### src/rtl/uart_rx_frame_controller_if.sv
`default_nettype none
// ----------------------------------------------------------------------------
// uart_rx_frame_controller_if : received-byte handoff (valid/ready + flags)
// Rev 1.0
// ----------------------------------------------------------------------------
interface uart_rx_frame_controller_if #(
  parameter int DATA_BITS = 8
);
  logic [DATA_BITS-1:0] data_out;
  logic                 data_valid;
  logic                 data_ready;
  logic                 frame_error;
  logic                 overrun;

  modport master (
    output data_out,
    output data_valid,
    output frame_error,
    output overrun,
    input  data_ready
  );

  modport slave (
    input  data_out,
    input  data_valid,
    input  frame_error,
    input  overrun,
    output data_ready
  );
endinterface
`default_nettype wire

### src/rtl/uart_rx_frame_controller.sv
`default_nettype none
// ----------------------------------------------------------------------------
// uart_rx_frame_controller : 8N1 UART receiver, oversample tick re-aligned to
// every start edge, mid-bit sampling and valid/ready byte handoff. Rev 1.0
// ----------------------------------------------------------------------------
module uart_rx_frame_controller #(
  parameter int TICK_DIV   = 27,
  parameter int OVERSAMPLE = 8,
  parameter int DATA_BITS  = 8
) (
  input  logic                       clk_25mhz,
  input  logic                       reset,
  input  logic                       rx_data,
  uart_rx_frame_controller_if.master rx_bus,
  output logic                       busy,
  output logic                       sample_tick
);

  localparam int TICK_W = (TICK_DIV > 1) ? $clog2(TICK_DIV) : 1;
  localparam int OS_W   = (OVERSAMPLE > 1) ? $clog2(OVERSAMPLE) : 1;
  localparam int BIT_W  = (DATA_BITS > 1) ? $clog2(DATA_BITS) : 1;

  localparam logic [TICK_W-1:0] c_tick_last    = TICK_W'(TICK_DIV - 1);
  localparam logic [OS_W-1:0]   c_os_last      = OS_W'(OVERSAMPLE - 1);
  localparam logic [OS_W-1:0]   c_os_half_last = OS_W'(OVERSAMPLE / 2 - 1);
  localparam logic [BIT_W-1:0]  c_bit_last     = BIT_W'(DATA_BITS - 1);

  typedef enum logic [2:0] {
    S_IDLE  = 3'd0,
    S_START = 3'd1,
    S_DATA  = 3'd2,
    S_STOP  = 3'd3,
    S_BREAK = 3'd4
  } state_t;

  state_t               state_q;
  logic                 sync1_q;
  logic                 rx_s_q;
  logic [TICK_W-1:0]    tick_cnt_q;
  logic [TICK_W-1:0]    tick_cnt_d;
  logic [OS_W-1:0]      os_cnt_q;
  logic [BIT_W-1:0]     bit_idx_q;
  logic [DATA_BITS-1:0] shift_q;
  logic [DATA_BITS-1:0] data_q;
  logic                 valid_q;
  logic                 ferr_q;
  logic                 ovr_q;

  logic                 w_counting;
  logic                 w_tick;
  logic                 w_sample;
  logic [DATA_BITS-1:0] w_shift_next;

  // The tick only runs while a frame is in flight, so it re-phases to each start edge.
  assign w_counting = (state_q == S_START) || (state_q == S_DATA) || (state_q == S_STOP);
  assign w_tick     = w_counting && (tick_cnt_q == c_tick_last);
  assign w_sample   = w_tick && ((state_q == S_START) ? (os_cnt_q == c_os_half_last)
                                                      : (os_cnt_q == c_os_last));

  always_comb begin
    tick_cnt_d = tick_cnt_q;
    if (!w_counting || (tick_cnt_q == c_tick_last)) begin
      tick_cnt_d = '0;
    end else begin
      tick_cnt_d = tick_cnt_q + 1'b1;
    end
  end

  generate
    if (DATA_BITS > 1) begin : g_shift_multi
      assign w_shift_next = {rx_s_q, shift_q[DATA_BITS-1:1]};
    end else begin : g_shift_single
      assign w_shift_next = rx_s_q;
    end
  endgenerate

  always_ff @(posedge clk_25mhz or negedge reset) begin
    if (!reset) begin
      sync1_q    <= 1'b1;
      rx_s_q     <= 1'b1;
      tick_cnt_q <= '0;
    end else begin
      sync1_q    <= rx_data;
      rx_s_q     <= sync1_q;
      tick_cnt_q <= tick_cnt_d;
    end
  end

  always_ff @(posedge clk_25mhz or negedge reset) begin
    if (!reset) begin
      state_q   <= S_IDLE;
      os_cnt_q  <= '0;
      bit_idx_q <= '0;
      shift_q   <= '0;
      data_q    <= '0;
      valid_q   <= 1'b0;
      ferr_q    <= 1'b0;
      ovr_q     <= 1'b0;
    end else begin
      ferr_q <= 1'b0;
      ovr_q  <= 1'b0;
      if (valid_q && rx_bus.data_ready) begin
        valid_q <= 1'b0;
      end

      case (state_q)
        S_IDLE: begin
          if (!rx_s_q) begin
            state_q  <= S_START;
            os_cnt_q <= '0;
          end
        end

        S_START: begin
          if (w_sample) begin
            os_cnt_q  <= '0;
            bit_idx_q <= '0;
            state_q   <= rx_s_q ? S_IDLE : S_DATA;
          end else if (w_tick) begin
            os_cnt_q <= os_cnt_q + 1'b1;
          end
        end

        S_DATA: begin
          if (w_sample) begin
            os_cnt_q <= '0;
            shift_q  <= w_shift_next;
            if (bit_idx_q == c_bit_last) begin
              state_q <= S_STOP;
            end else begin
              bit_idx_q <= bit_idx_q + 1'b1;
            end
          end else if (w_tick) begin
            os_cnt_q <= os_cnt_q + 1'b1;
          end
        end

        S_STOP: begin
          if (w_sample) begin
            os_cnt_q <= '0;
            if (rx_s_q) begin
              state_q <= S_IDLE;
              // A same-cycle accept frees the holding register for the new byte.
              if (!valid_q || rx_bus.data_ready) begin
                data_q  <= shift_q;
                valid_q <= 1'b1;
              end else begin
                ovr_q <= 1'b1;
              end
            end else begin
              ferr_q  <= 1'b1;
              state_q <= S_BREAK;
            end
          end else if (w_tick) begin
            os_cnt_q <= os_cnt_q + 1'b1;
          end
        end

        S_BREAK: begin
          if (rx_s_q) begin
            state_q <= S_IDLE;
          end
        end

        default: begin
          state_q <= S_IDLE;
        end
      endcase
    end
  end

  assign rx_bus.data_out    = data_q;
  assign rx_bus.data_valid  = valid_q;
  assign rx_bus.frame_error = ferr_q;
  assign rx_bus.overrun     = ovr_q;
  assign busy               = (state_q != S_IDLE);
  assign sample_tick        = w_sample;

endmodule
`default_nettype wire

### src/flat_wrapper.sv
// flat-port wrapper written by rule: the top's interface ports become plain ports
module uart_rx_frame_controller_flat 
#(
  parameter int TICK_DIV   = 27,
  parameter int OVERSAMPLE = 8,
  parameter int DATA_BITS  = 8
)
  (clk_25mhz, reset, rx_data, busy, sample_tick, rx_bus_data_out, rx_bus_data_valid, rx_bus_frame_error, rx_bus_overrun, rx_bus_data_ready);
  uart_rx_frame_controller_if #(.DATA_BITS(DATA_BITS)) rx_bus_i ();
  input  logic clk_25mhz;
  input  logic reset;
  input  logic rx_data;
  output logic busy;
  output logic sample_tick;
  output wire logic [$bits(rx_bus_i.data_out)-1:0] rx_bus_data_out;
  output wire logic [$bits(rx_bus_i.data_valid)-1:0] rx_bus_data_valid;
  output wire logic [$bits(rx_bus_i.frame_error)-1:0] rx_bus_frame_error;
  output wire logic [$bits(rx_bus_i.overrun)-1:0] rx_bus_overrun;
  input wire logic [$bits(rx_bus_i.data_ready)-1:0] rx_bus_data_ready;
  assign rx_bus_data_out = rx_bus_i.data_out;
  assign rx_bus_data_valid = rx_bus_i.data_valid;
  assign rx_bus_frame_error = rx_bus_i.frame_error;
  assign rx_bus_overrun = rx_bus_i.overrun;
  assign rx_bus_i.data_ready = rx_bus_data_ready;
  uart_rx_frame_controller #(.TICK_DIV(TICK_DIV), .OVERSAMPLE(OVERSAMPLE), .DATA_BITS(DATA_BITS)) u_core (.clk_25mhz(clk_25mhz), .reset(reset), .rx_data(rx_data), .rx_bus(rx_bus_i), .busy(busy), .sample_tick(sample_tick));
endmodule
### config.mk
export PLATFORM = sky130hd
export DESIGN_NAME = uart_rx_frame_controller_flat
export DESIGN_NICKNAME = d
export VERILOG_FILES = /design/src/rtl/uart_rx_frame_controller_if.sv /design/src/rtl/uart_rx_frame_controller.sv /design/src/flat_wrapper.sv
export SDC_FILE = /design/constraint.sdc
export NUM_CORES = 1
export LEC_CHECK = 0
export CELL_PAD_IN_SITES_DETAIL_PLACEMENT = 1
export CELL_PAD_IN_SITES_GLOBAL_PLACEMENT = 1
export CORE_UTILIZATION = 40
export DETAILED_ROUTE_END_ITERATION = 8
export PLACE_DENSITY_LB_ADDON = 0.08
export SLEW_MARGIN = 20
export SYNTH_ARGS = -nofsm -noshare
export SYNTH_HDL_FRONTEND = slang
export SYNTH_SLANG_ARGS = --single-unit
### constraint.sdc
create_clock -name clk_25mhz -period 2.1 [get_ports clk_25mhz]
set_input_delay 0.42 -clock clk_25mhz [delete_from_list [all_inputs] [get_ports clk_25mhz]]
set_output_delay 0.42 -clock clk_25mhz [all_outputs]
set_load 0.03 [all_outputs]
==> results.cfg, run 1 <==
[logic_synthesis]
synth_fa_ha_area_share_pct = 4.07
yosys_warnings = 0
synth-simple-area-share_pct = 12.8
ys_top_cells_by_area = dfrtp_1 54%, mux2_2 12%, ha_1 4.1%, dfstp_2 3.4%, nor2_1 2.7%
ys_seq_area_share_pct = 57.1
synth-edff-count = 0
synthesis.nets = 127
yosysTopAreaCellShare_pct = 53.7
synth_top_family_by_area = multiplexers
synth_compound_area_share_pct = 8.06
synthMuxAreaShare_pct = 13.4
synth_commonest_cells = 33 x dfrtp_1, 17 x mux2_2, 11 x nor2_1
synth_top_cell_by_area = dfrtp_1
postSynthAreaPerCell_um2 = 13.0
synth.distinct_cells = 38
synth_flop_cell = dfrtp_1
ys_async_sr_fraction_pct = 100
synthCells = 118
syn_area_um2 = 1540
synth_xor_area_share_pct = 2.28
ys_ff_latch = 35
post-synth-top-count-cell = dfrtp_1

[sta]
max_freq_mhz = 462
finalClockSkew_ns = 0.00590
finalCritPeriodShare_pct = 103
worstMarginPinSlew_ns = 0.438
rsz0062_at_grt = yes
layout_setup_ws_ns = -0.0629
drv_slew = 0
whs_ns = 0.360
tns_ns = -0.0629
maxSlewHeadroom_pct = 70.8
setup_viol = 1
finalCriticalPeriod_ns = 2.16
finalHoldViolCount = 0

[floorplan]
core_area_um2 = 3660
initial_core_util_pct = 42.0
die_w_um = 64
placementRows = 22
ios = 17
dieArea_um2 = 4100
die_y_um = 64

[cts]
insertion_delay_ns = 0.28
cts_root_buf = clkbuf_8
cts.sinks = 35
ctsLongestPathBuffers = 2
htreeDepth = 2
cts_tree = built
cts-buffers-inserted = 5
path_clk_slew_ns = 0.07

[route]
drc_errors = 0
detail-route-antenna-nets = 0
routed_wirelength_mm = 2.89
via_count = 1032
via_per_inst = 5.19
firstDrtPassIters = 4
avgRoutedWirePerCell_um = 14.5
drt_iter0_drc = 31

[final_layout]
fin_nets = 159
drive_gt1_share_pct = 30.5
area_growth_pct = 25.2
fillers = 388
diodes = 0
seqCellArea_um2 = 878
final_area_um2 = 1930
multi_input_area_um2 = 633

[power]
powerDensity_nw_per_um2 = 606
clkPwrFrac_pct = 40.0
seq_power_share_pct = 58.3
sw_frac_of_total_pct = 21.5
vdd_drop_max_uv = 424
comb_power_share_pct = 1.7
p_int_uw = 916
switchingPower_uw = 251
leakage_uw = 0.000883

[grt]
grt_overflow = 0
grt_pass1_wl_mm = 4.98
grt_max_degree = 36
grt_antenna_before_repair = 0
grt_pass1_vias = 1108
grt.total_usage_pct = 16.3

[placement]
hpwl_mm = 2.04
dpl_cell_area_um2 = 1800
gp_congestion = 0.779
port_buffers = 16

[setup_path]
worstSetupEndpointType = output port
cp_data_required_time_ns = 1.68
path_cells = inv_1, ha_2, nand4b_1, a2111oi_4, buf_4, buf_6
crit_type = reg2out
critPathSlowestCell = dfrtp_1
arrival_ns = 1.74
path_max_fanout = 3
critPathLaunchType = flip-flop
cpPeakStageDelay_ns = 0.40

[run_status]
status = complete, but fails checks
violations = setup timing

[run]
cap_violations = 0

[hold_path]
hold_class = reg2reg
-- timing repair --
action	CTS	global route
resized for setup	2	3
setup buffers	1	3
pin swaps	0	1
hold buffers	0	0
setup endpoints to repair	2	2
-- area by class of cell --
| class | count | share of cell area, % |
|---|---|---|
| Clock inverter | 2 | 0.650 |
| Tap cell | 48 | 3.12 |
| Inverter | 3 | 0.585 |
| Timing Repair Buffer | 29 | 13.4 |
| Sequential cell | 35 | 45.6 |
| Multi-Input combinational cell | 76 | 32.9 |
| Clock buffer | 6 | 3.77 |
-- routing by layer --
metal | GRT usage [%] | vias to the layer above | part of all wire, %
met5 | 0 | - | 0
met4 | 5.97 | 0 | 1.4
met3 | 4.82 | 4 | 3.2
met2 | 26.9 | 16 | 50
met1 | 20.1 | 526 | 46
li1 | - | 486 | -
-- registers in the layout, summed over array words and instances, names as in the netlist --
signal                     cells
u_core.rx_bus.data_out         8
u_core.shift_q                 8
u_core.tick_cnt_q              5
u_core.bit_idx_q               3
u_core.os_cnt_q                3
u_core.state_q                 3
u_core.rx_bus.data_valid       1
u_core.rx_bus.frame_error      1
u_core.rx_bus.overrun          1
u_core.rx_s_q                  1
u_core.sync1_q                 1
-- placed cells by master (no fill, tap or decap), types with 2 or more instances in the layout --
| cell type | n |
|---|---|
| dfrtp_1 | 33 |
| mux2_2 | 17 |
| clkdlybuf4s50_1 | 14 |
| buf_4 | 13 |
| nor2_1 | 11 |
| nand2_1 | 5 |
| clkbuf_8 | 5 |
| ha_1 | 4 |
| or3_1 | 3 |
| inv_1 | 3 |
| a21oi_1 | 3 |
| xnor2_1 | 2 |
| nand4b_1 | 2 |
| nand3_1 | 2 |
| xor2_1 | 2 |
| nor3_1 | 2 |
| a22o_1 | 2 |
| dfstp_2 | 2 |
-- kinds of logic (layout without fill, tap and decap cells) --
| kind of cell | Yosys count | after routing |
|---|---|---|
| adder cells (fa/ha/maj) | 5 | 5 |
| buffers and inverters | 7 | 40 |
| flip-flops | 35 | 35 |
| multiplexers | 18 | 18 |
| AO/OA/AOI/OAI | 14 | 14 |
| XOR/XNOR | 4 | 4 |
| AND/OR/NAND/NOR | 35 | 35 |
-- power by group through the flow --
| stage | logic, uW | clock network, uW | registers, uW |
|---|---|---|---|
| after floorplan | 0.701 | 0 | 692 |
| after global placement | 20.7 | 0 | 692 |
| after detailed placement | 21.6 | 0 | 692 |
| after CTS | 21.5 | 485 | 679 |
| after global routing | 23.0 | 511 | 680 |
| final | 20.0 | 467 | 680 |
-- path summary, 6_finish.rpt --
| path | from | endpoint | slack [ns] | depth (start not counted) |
|---|---|---|---|---|
| max | u_core.tick_cnt_q[0]$_DFF_PN0_ | sample_tick | -0.06 | 6 |
| min | u_core.sync1_q$_DFF_PN1_ | u_core.rx_s_q$_DFF_PN1_ | 0.36 | 0 |
| max reg2reg | u_core.tick_cnt_q[0]$_DFF_PN0_ | u_core.os_cnt_q[2]$_DFFE_PN0P_ | 0.05 | 9 |
| min reg2reg | u_core.sync1_q$_DFF_PN1_ | u_core.rx_s_q$_DFF_PN1_ | 0.36 | 0 |
| max in group asynchronous | reset | u_core.rx_s_q$_DFF_PN1_ | 1.21 | 2 |
| min in group asynchronous | reset | u_core.bit_idx_q[0]$_DFFE_PN0P_ | 0.55 | 2 |
-- worst max-delay path, delay by kind of cell, from the launching register on --
kind / cells / cell delay [ns]
DFF: 1 / 0.40
buffers and inverters: 3 / 0.36
AOI/OAI and AO/OA: 1 / 0.33
and+or+nand+nor: 1 / 0.19
adders and majority gates: 1 / 0.17
-- stage by stage --
step	util, %	power, uW	cells	setup slack (ns)
2_1_floorplan	-	692	118	-0.0952
3_5_place_dp	49.1	714	187	0.0414
4_1_cts	51.7	1190	196	-0.00763
5_1_grt	52.6	1210	199	-0.162
3_3_place_gp	49.1	713	187	0.150
6_report	52.6	1170	199	-0.0629
Power figures use the tool's default switching activity.
==> inputs of run 2 (changes only) <==
--- a/config.mk
+++ b/config.mk
@@ -7,6 +7,7 @@
 export LEC_CHECK = 0
 export CELL_PAD_IN_SITES_DETAIL_PLACEMENT = 1
 export CELL_PAD_IN_SITES_GLOBAL_PLACEMENT = 1
+export CORE_ASPECT_RATIO = 1.1
 export CORE_UTILIZATION = 40
 export DETAILED_ROUTE_END_ITERATION = 8
 export PLACE_DENSITY_LB_ADDON = 0.08
@@ -14,3 +15,4 @@
 export SYNTH_ARGS = -nofsm -noshare
 export SYNTH_HDL_FRONTEND = slang
 export SYNTH_SLANG_ARGS = --single-unit
+export TNS_END_PERCENT = 50
==> run 2 against run 1 <==
  * The run still ends with setup timing left
  * Sequential cell count did not move
  * Count of clock-buffer cells in the layout fell by 1
  * Combinational power is 2% lower
  * First-iteration DRC count down 68%
  * Total power grew 0.45%
  * Global-route usage increased by 0.39 points
  * Fmax decreased by 0.59%
  * Hold slack got worse by 0.0014 ns
  * Final cell count rose by 3.0%
  * Sequential power barely moved
  * Critical path type unchanged
==> results.cfg, run 2 (synthesis gave the netlist of run 1 again) <==
[floorplan]
placementRows = 23
ios = 17
initial_core_util_pct = 42.1
dieArea_um2 = 4100
die_y_um = 67.0
die_w_um = 61.1
core_area_um2 = 3650

[cts]
cts_tree = built
cts_root_buf = clkbuf_8
insertion_delay_ns = 0.29
cts.sinks = 35
ctsLongestPathBuffers = 2
cts-buffers-inserted = 5
ctsHoldBuffers = 0
path_clk_slew_ns = 0.07
htreeDepth = 2

[sta]
tns_ns = -0.0758
finalCriticalPeriod_ns = 2.18
finalClockSkew_ns = 0.00764
worstMarginPinSlew_ns = 0.430
max_freq_mhz = 460
setup_viol = 1
maxSlewHeadroom_pct = 71.3
whs_ns = 0.358
finalCritPeriodShare_pct = 104
finalHoldViolCount = 0
drv_slew = 0
rsz0062_at_grt = yes
layout_setup_ws_ns = -0.0758

[hold_path]
hold_class = reg2reg

[power]
leakage_uw = 0.000898
p_int_uw = 914
comb_power_share_pct = 1.7
seq_power_share_pct = 58.0
sw_frac_of_total_pct = 22.0
vdd_drop_max_uv = 386
powerDensity_nw_per_um2 = 594
switchingPower_uw = 257
clkPwrFrac_pct = 40.3

[placement]
hpwl_mm = 2.12
post-place-ws_ns = 0.0718
dpl_cell_area_um2 = 1820
gp_congestion = 0.764
port_buffers = 16

[route]
avgRoutedWirePerCell_um = 14.8
via_per_inst = 5.12
drc_errors = 0
routed_wirelength_mm = 3.03
detail-route-antenna-nets = 0
via_count = 1049
drt_iter0_drc = 10
firstDrtPassIters = 4

[setup_path]
cp_data_required_time_ns = 1.68
critPathSlowestCell = dfrtp_1
cp_top_family = flip-flops
crit_type = reg2out
arrival_ns = 1.76
path_max_fanout = 2
path_cells = inv_2, ha_4, nand4b_1, a2111oi_4, buf_4, buf_6
critPathBufInv = 3
cpPeakStageDelay_ns = 0.40
critPathLaunchType = flip-flop
worstSetupEndpointType = output port

[grt]
grt.total_usage_pct = 16.7
grt_antenna_before_repair = 0
grt_max_degree = 36
grt_overflow = 0
grt_pass1_wl_mm = 4.80
grt_pass1_vias = 1010

[run]
cap_violations = 0

[final_layout]
multi_input_area_um2 = 643
area_growth_pct = 28.2
final_common_cell = dfrtp_1
layout_common_cells = 33 x dfrtp_1, 17 x mux2_2, 17 x buf_4, 14 x clkdlybuf4s50_1, 11 x nor2_1
fin_util_pct = 54.0
final_area_um2 = 1970
diodes = 0
fin_nets = 163
drive_gt1_share_pct = 33.5
fillers = 401
seqCellArea_um2 = 878

[run_status]
status = complete, but fails checks
violations = setup timing
-- run 2: final timing paths --
kind | slack [ns] | depth (start not counted) | to | start
max | -0.08 | 6 | sample_tick | u_core.tick_cnt_q[0]$_DFF_PN0_
min | 0.36 | 0 | u_core.rx_s_q$_DFF_PN1_ | u_core.sync1_q$_DFF_PN1_
max reg2reg | 0.11 | 9 | u_core.os_cnt_q[2]$_DFFE_PN0P_ | u_core.tick_cnt_q[0]$_DFF_PN0_
min reg2reg | 0.36 | 0 | u_core.rx_s_q$_DFF_PN1_ | u_core.sync1_q$_DFF_PN1_
max in group asynchronous | 1.22 | 2 | u_core.sync1_q$_DFF_PN1_ | reset
min in group asynchronous | 0.54 | 2 | u_core.state_q[2]$_DFFE_PN0P_ | reset
-- run 2: area by class of cell --
| class | instances | share of cell area, % |
|---|---|---|
| clock buffers | 5 | 3.49 |
| clock inverters | 3 | 1.02 |
| inverters | 3 | 0.571 |
| multi-input cells | 76 | 32.6 |
| flip-flops and latches | 35 | 44.5 |
| well taps | 50 | 3.17 |
| repair buffers | 33 | 14.6 |
-- run 2: power groups by stage --
stage	Combinational, uW	Sequential (uW)	Clock (uW)
floorplan	0.701	692	0
finish	19.6	680	472
global route	23.0	680	518
global placement	20.5	692	0
detailed placement	21.1	692	0
CTS	21.1	679	496
-- run 2: what timing repair did --
item / 4_1_cts / 5_1_grt
endpoints found under the setup margin: 2 / 2
setup buffers: 1 / 5
hold endpoints to repair: 0 / 0
pin swaps: 0 / 1
gates resized for setup: 2 / 5
-- run 2: layer usage --
metal / GRT usage (%) / share of wire [%] / vias up
li1: - / - / 492
met1: 20.2 / 43 / 522
met2: 25.5 / 50 / 27
met3: 5.63 / 4.1 / 8
met4: 9.38 / 2.2 / 0
met5: 0 / 0 / -
-- run 2: metrics by stage --
step / power (uW) / std cells
2_1_floorplan: 692 / 118
3_3_place_gp: 713 / 191
3_5_place_dp: 714 / 191
4_1_cts: 1200 / 200
5_1_grt: 1220 / 205
6_report: 1170 / 205
==> inputs of run 3 (changes only) <==
--- a/config.mk
+++ b/config.mk
@@ -11,6 +11,7 @@
 export CORE_UTILIZATION = 40
 export DETAILED_ROUTE_END_ITERATION = 8
 export PLACE_DENSITY_LB_ADDON = 0.08
+export SETUP_SLACK_MARGIN = 0.1
 export SLEW_MARGIN = 20
 export SYNTH_ARGS = -nofsm -noshare
 export SYNTH_HDL_FRONTEND = slang
==> run 3 against run 2 <==
  * Wire length rose by 4.7%
  * Combinational power about the same
  * Largest power group unchanged
  * Register-to-register slack got worse by 0.03 ns
  * Largest cell class unchanged
  * Global-route usage unchanged
  * Hold slack about the same
  * Clock power about the same
  * Sequential power hardly changed
  * Utilization up 0.65 points
  * The flow still finishes with violations (setup timing)
  * Die area unchanged
  * Cell area rose by 1.2%
  * Clock skew about the same
  * Via count down 0.29%
==> results.cfg, run 3 (synthesis gave the netlist of run 1 again) <==
[final_layout]
fin_util_pct = 54.6
drive_gt1_share_pct = 34.2
diodes = 0
final_common_cell = dfrtp_1
layout_common_cells = 33 x dfrtp_1, 17 x mux2_2, 17 x buf_4, 14 x clkdlybuf4s50_1, 11 x nor2_1
area_growth_pct = 29.8
final_area_um2 = 2000
fin_nets = 163
fillers = 407

[route]
routed_wirelength_mm = 3.17
via_count = 1046
firstDrtPassIters = 4
routed-wl-met3_um = 87
drc_errors = 0
drt_iter0_drc = 15
top_layer_used = met4
detail-route-antenna-nets = 0
avgRoutedWirePerCell_um = 15.5
wl_met1_mm = 1.36
wl_met2_mm = 1.65
via_per_inst = 5.10

[setup_path]
cp_data_required_time_ns = 1.68
crit_type = reg2out
critPathBufInv = 3
worstSetupEndpointType = output port
critPathLaunchType = flip-flop
cp_top_family = flip-flops
path_cells = inv_2, ha_4, nand4b_1, a2111oi_4, buf_4, buf_6
arrival_ns = 1.77
path_max_fanout = 2
cpPeakStageDelay_ns = 0.40
critPathSlowestCell = dfrtp_1

[cts]
cts-buffers-inserted = 5
path_clk_slew_ns = 0.07
cts_tree = built
ctsHoldBuffers = 0
htreeDepth = 2
insertion_delay_ns = 0.29
cts.sinks = 35
cts_root_buf = clkbuf_8
ctsLongestPathBuffers = 2

[floorplan]
ios = 17
dieArea_um2 = 4100
core_area_um2 = 3650
placementRows = 23
initial_core_util_pct = 42.1
die_w_um = 61.1
die_y_um = 67.0

[power]
vdd_drop_max_uv = 385
power_uw = 1170
powerDensity_nw_per_um2 = 587
leakage_uw = 0.000902

[placement]
port_buffers = 16
dpl_cell_area_um2 = 1820
gp_congestion = 0.764
hpwl_mm = 2.12

[grt]
grt_antenna_before_repair = 0
grt_pass1_vias = 1010
grt_overflow = 0
grt_pass1_wl_mm = 4.80
grt_max_degree = 36
grt.total_usage_pct = 16.7

[sta]
finalCritPeriodShare_pct = 104
worstMarginPinSlew_ns = 0.439
rsz0062_at_grt = yes
layout_setup_ws_ns = -0.0944
setup_viol = 1
maxSlewHeadroom_pct = 70.7
finalCriticalPeriod_ns = 2.19
max_freq_mhz = 456
finalClockSkew_ns = 0.00746
drv_slew = 0
finalHoldViolCount = 0

[run_status]
violations = setup timing
status = complete, but fails checks

[run]
cap_violations = 0

[hold_path]
hold_class = reg2reg
## run 3: changes by cell type in the layout (fill, tap and decap cells not counted)
| cell | change |
|---|---|
| a2111oi_2 | -1 |
| a2111oi_4 | +1 |
| a211oi_1 | -1 |
| a211oi_2 | +1 |
| o21ba_2 | -1 |
| o21ba_4 | +1 |
## run 3: repair_timing
| item | 4_1_cts | 5_1_grt |
|---|---|---|
| resized for setup | 2 | 8 |
| gates cloned | 0 | 0 |
| pin swaps | 0 | 2 |
| endpoints found under the setup margin | 3 | 5 |
| buffers inserted | 1 | 5 |
| hold endpoints to repair | 0 | 0 |
## run 3: area by class of cell
cell class	count	area [um2]	area share (%)
Multi-Input combinational cell	76	667	33.4
Sequential cell	35	878	44.0
Clock inverter	3	20.0	1.00
Inverter	3	11.3	0.564
Tap cell	50	62.6	3.13
Clock buffer	5	68.8	3.45
Timing Repair Buffer	33	288	14.4
## run 3: power breakdown
group          internal [uW]  switching [uW]
clock                    230             241
combinational           6.54            13.3
sequential               677            2.37
## run 3: per-stage QoR
step           cells  hold slack (ns)  setup slack, ns  setup TNS [ns]
2_1_floorplan    118            0.124          -0.0952          -0.118
3_5_place_dp     191            0.348           0.0718               0
4_1_cts          200            0.360          -0.0586         -0.0586
5_1_grt          205            0.363           -0.182          -0.196
3_3_place_gp     191            0.347            0.205               0
6_report         205            0.358          -0.0944         -0.0944
## run 3: path summary, 6_finish.rpt
path	endpoint	slack (ns)	from	depth (start not counted)
worst min register to register	u_core.rx_s_q$_DFF_PN1_	0.36	u_core.sync1_q$_DFF_PN1_	0
min in group asynchronous	u_core.state_q[1]$_DFFE_PN0P_	0.54	reset	2
worst min-delay path	u_core.rx_s_q$_DFF_PN1_	0.36	u_core.sync1_q$_DFF_PN1_	0
max in group asynchronous	u_core.rx_s_q$_DFF_PN1_	1.22	reset	2
worst max-delay path	sample_tick	-0.09	u_core.tick_cnt_q[0]$_DFF_PN0_	6
worst max register to register	u_core.bit_idx_q[0]$_DFFE_PN0P_	0.08	u_core.tick_cnt_q[0]$_DFF_PN0_	6
## run 3: per-layer routing
| layer | GRT usage [%] | vias up |
|---|---|---|
| met5 | 0 | - |
| met4 | 9.38 | 0 |
| met3 | 5.63 | 8 |
| met2 | 25.5 | 18 |
| met1 | 20.2 | 529 |
| li1 | - | 491 |
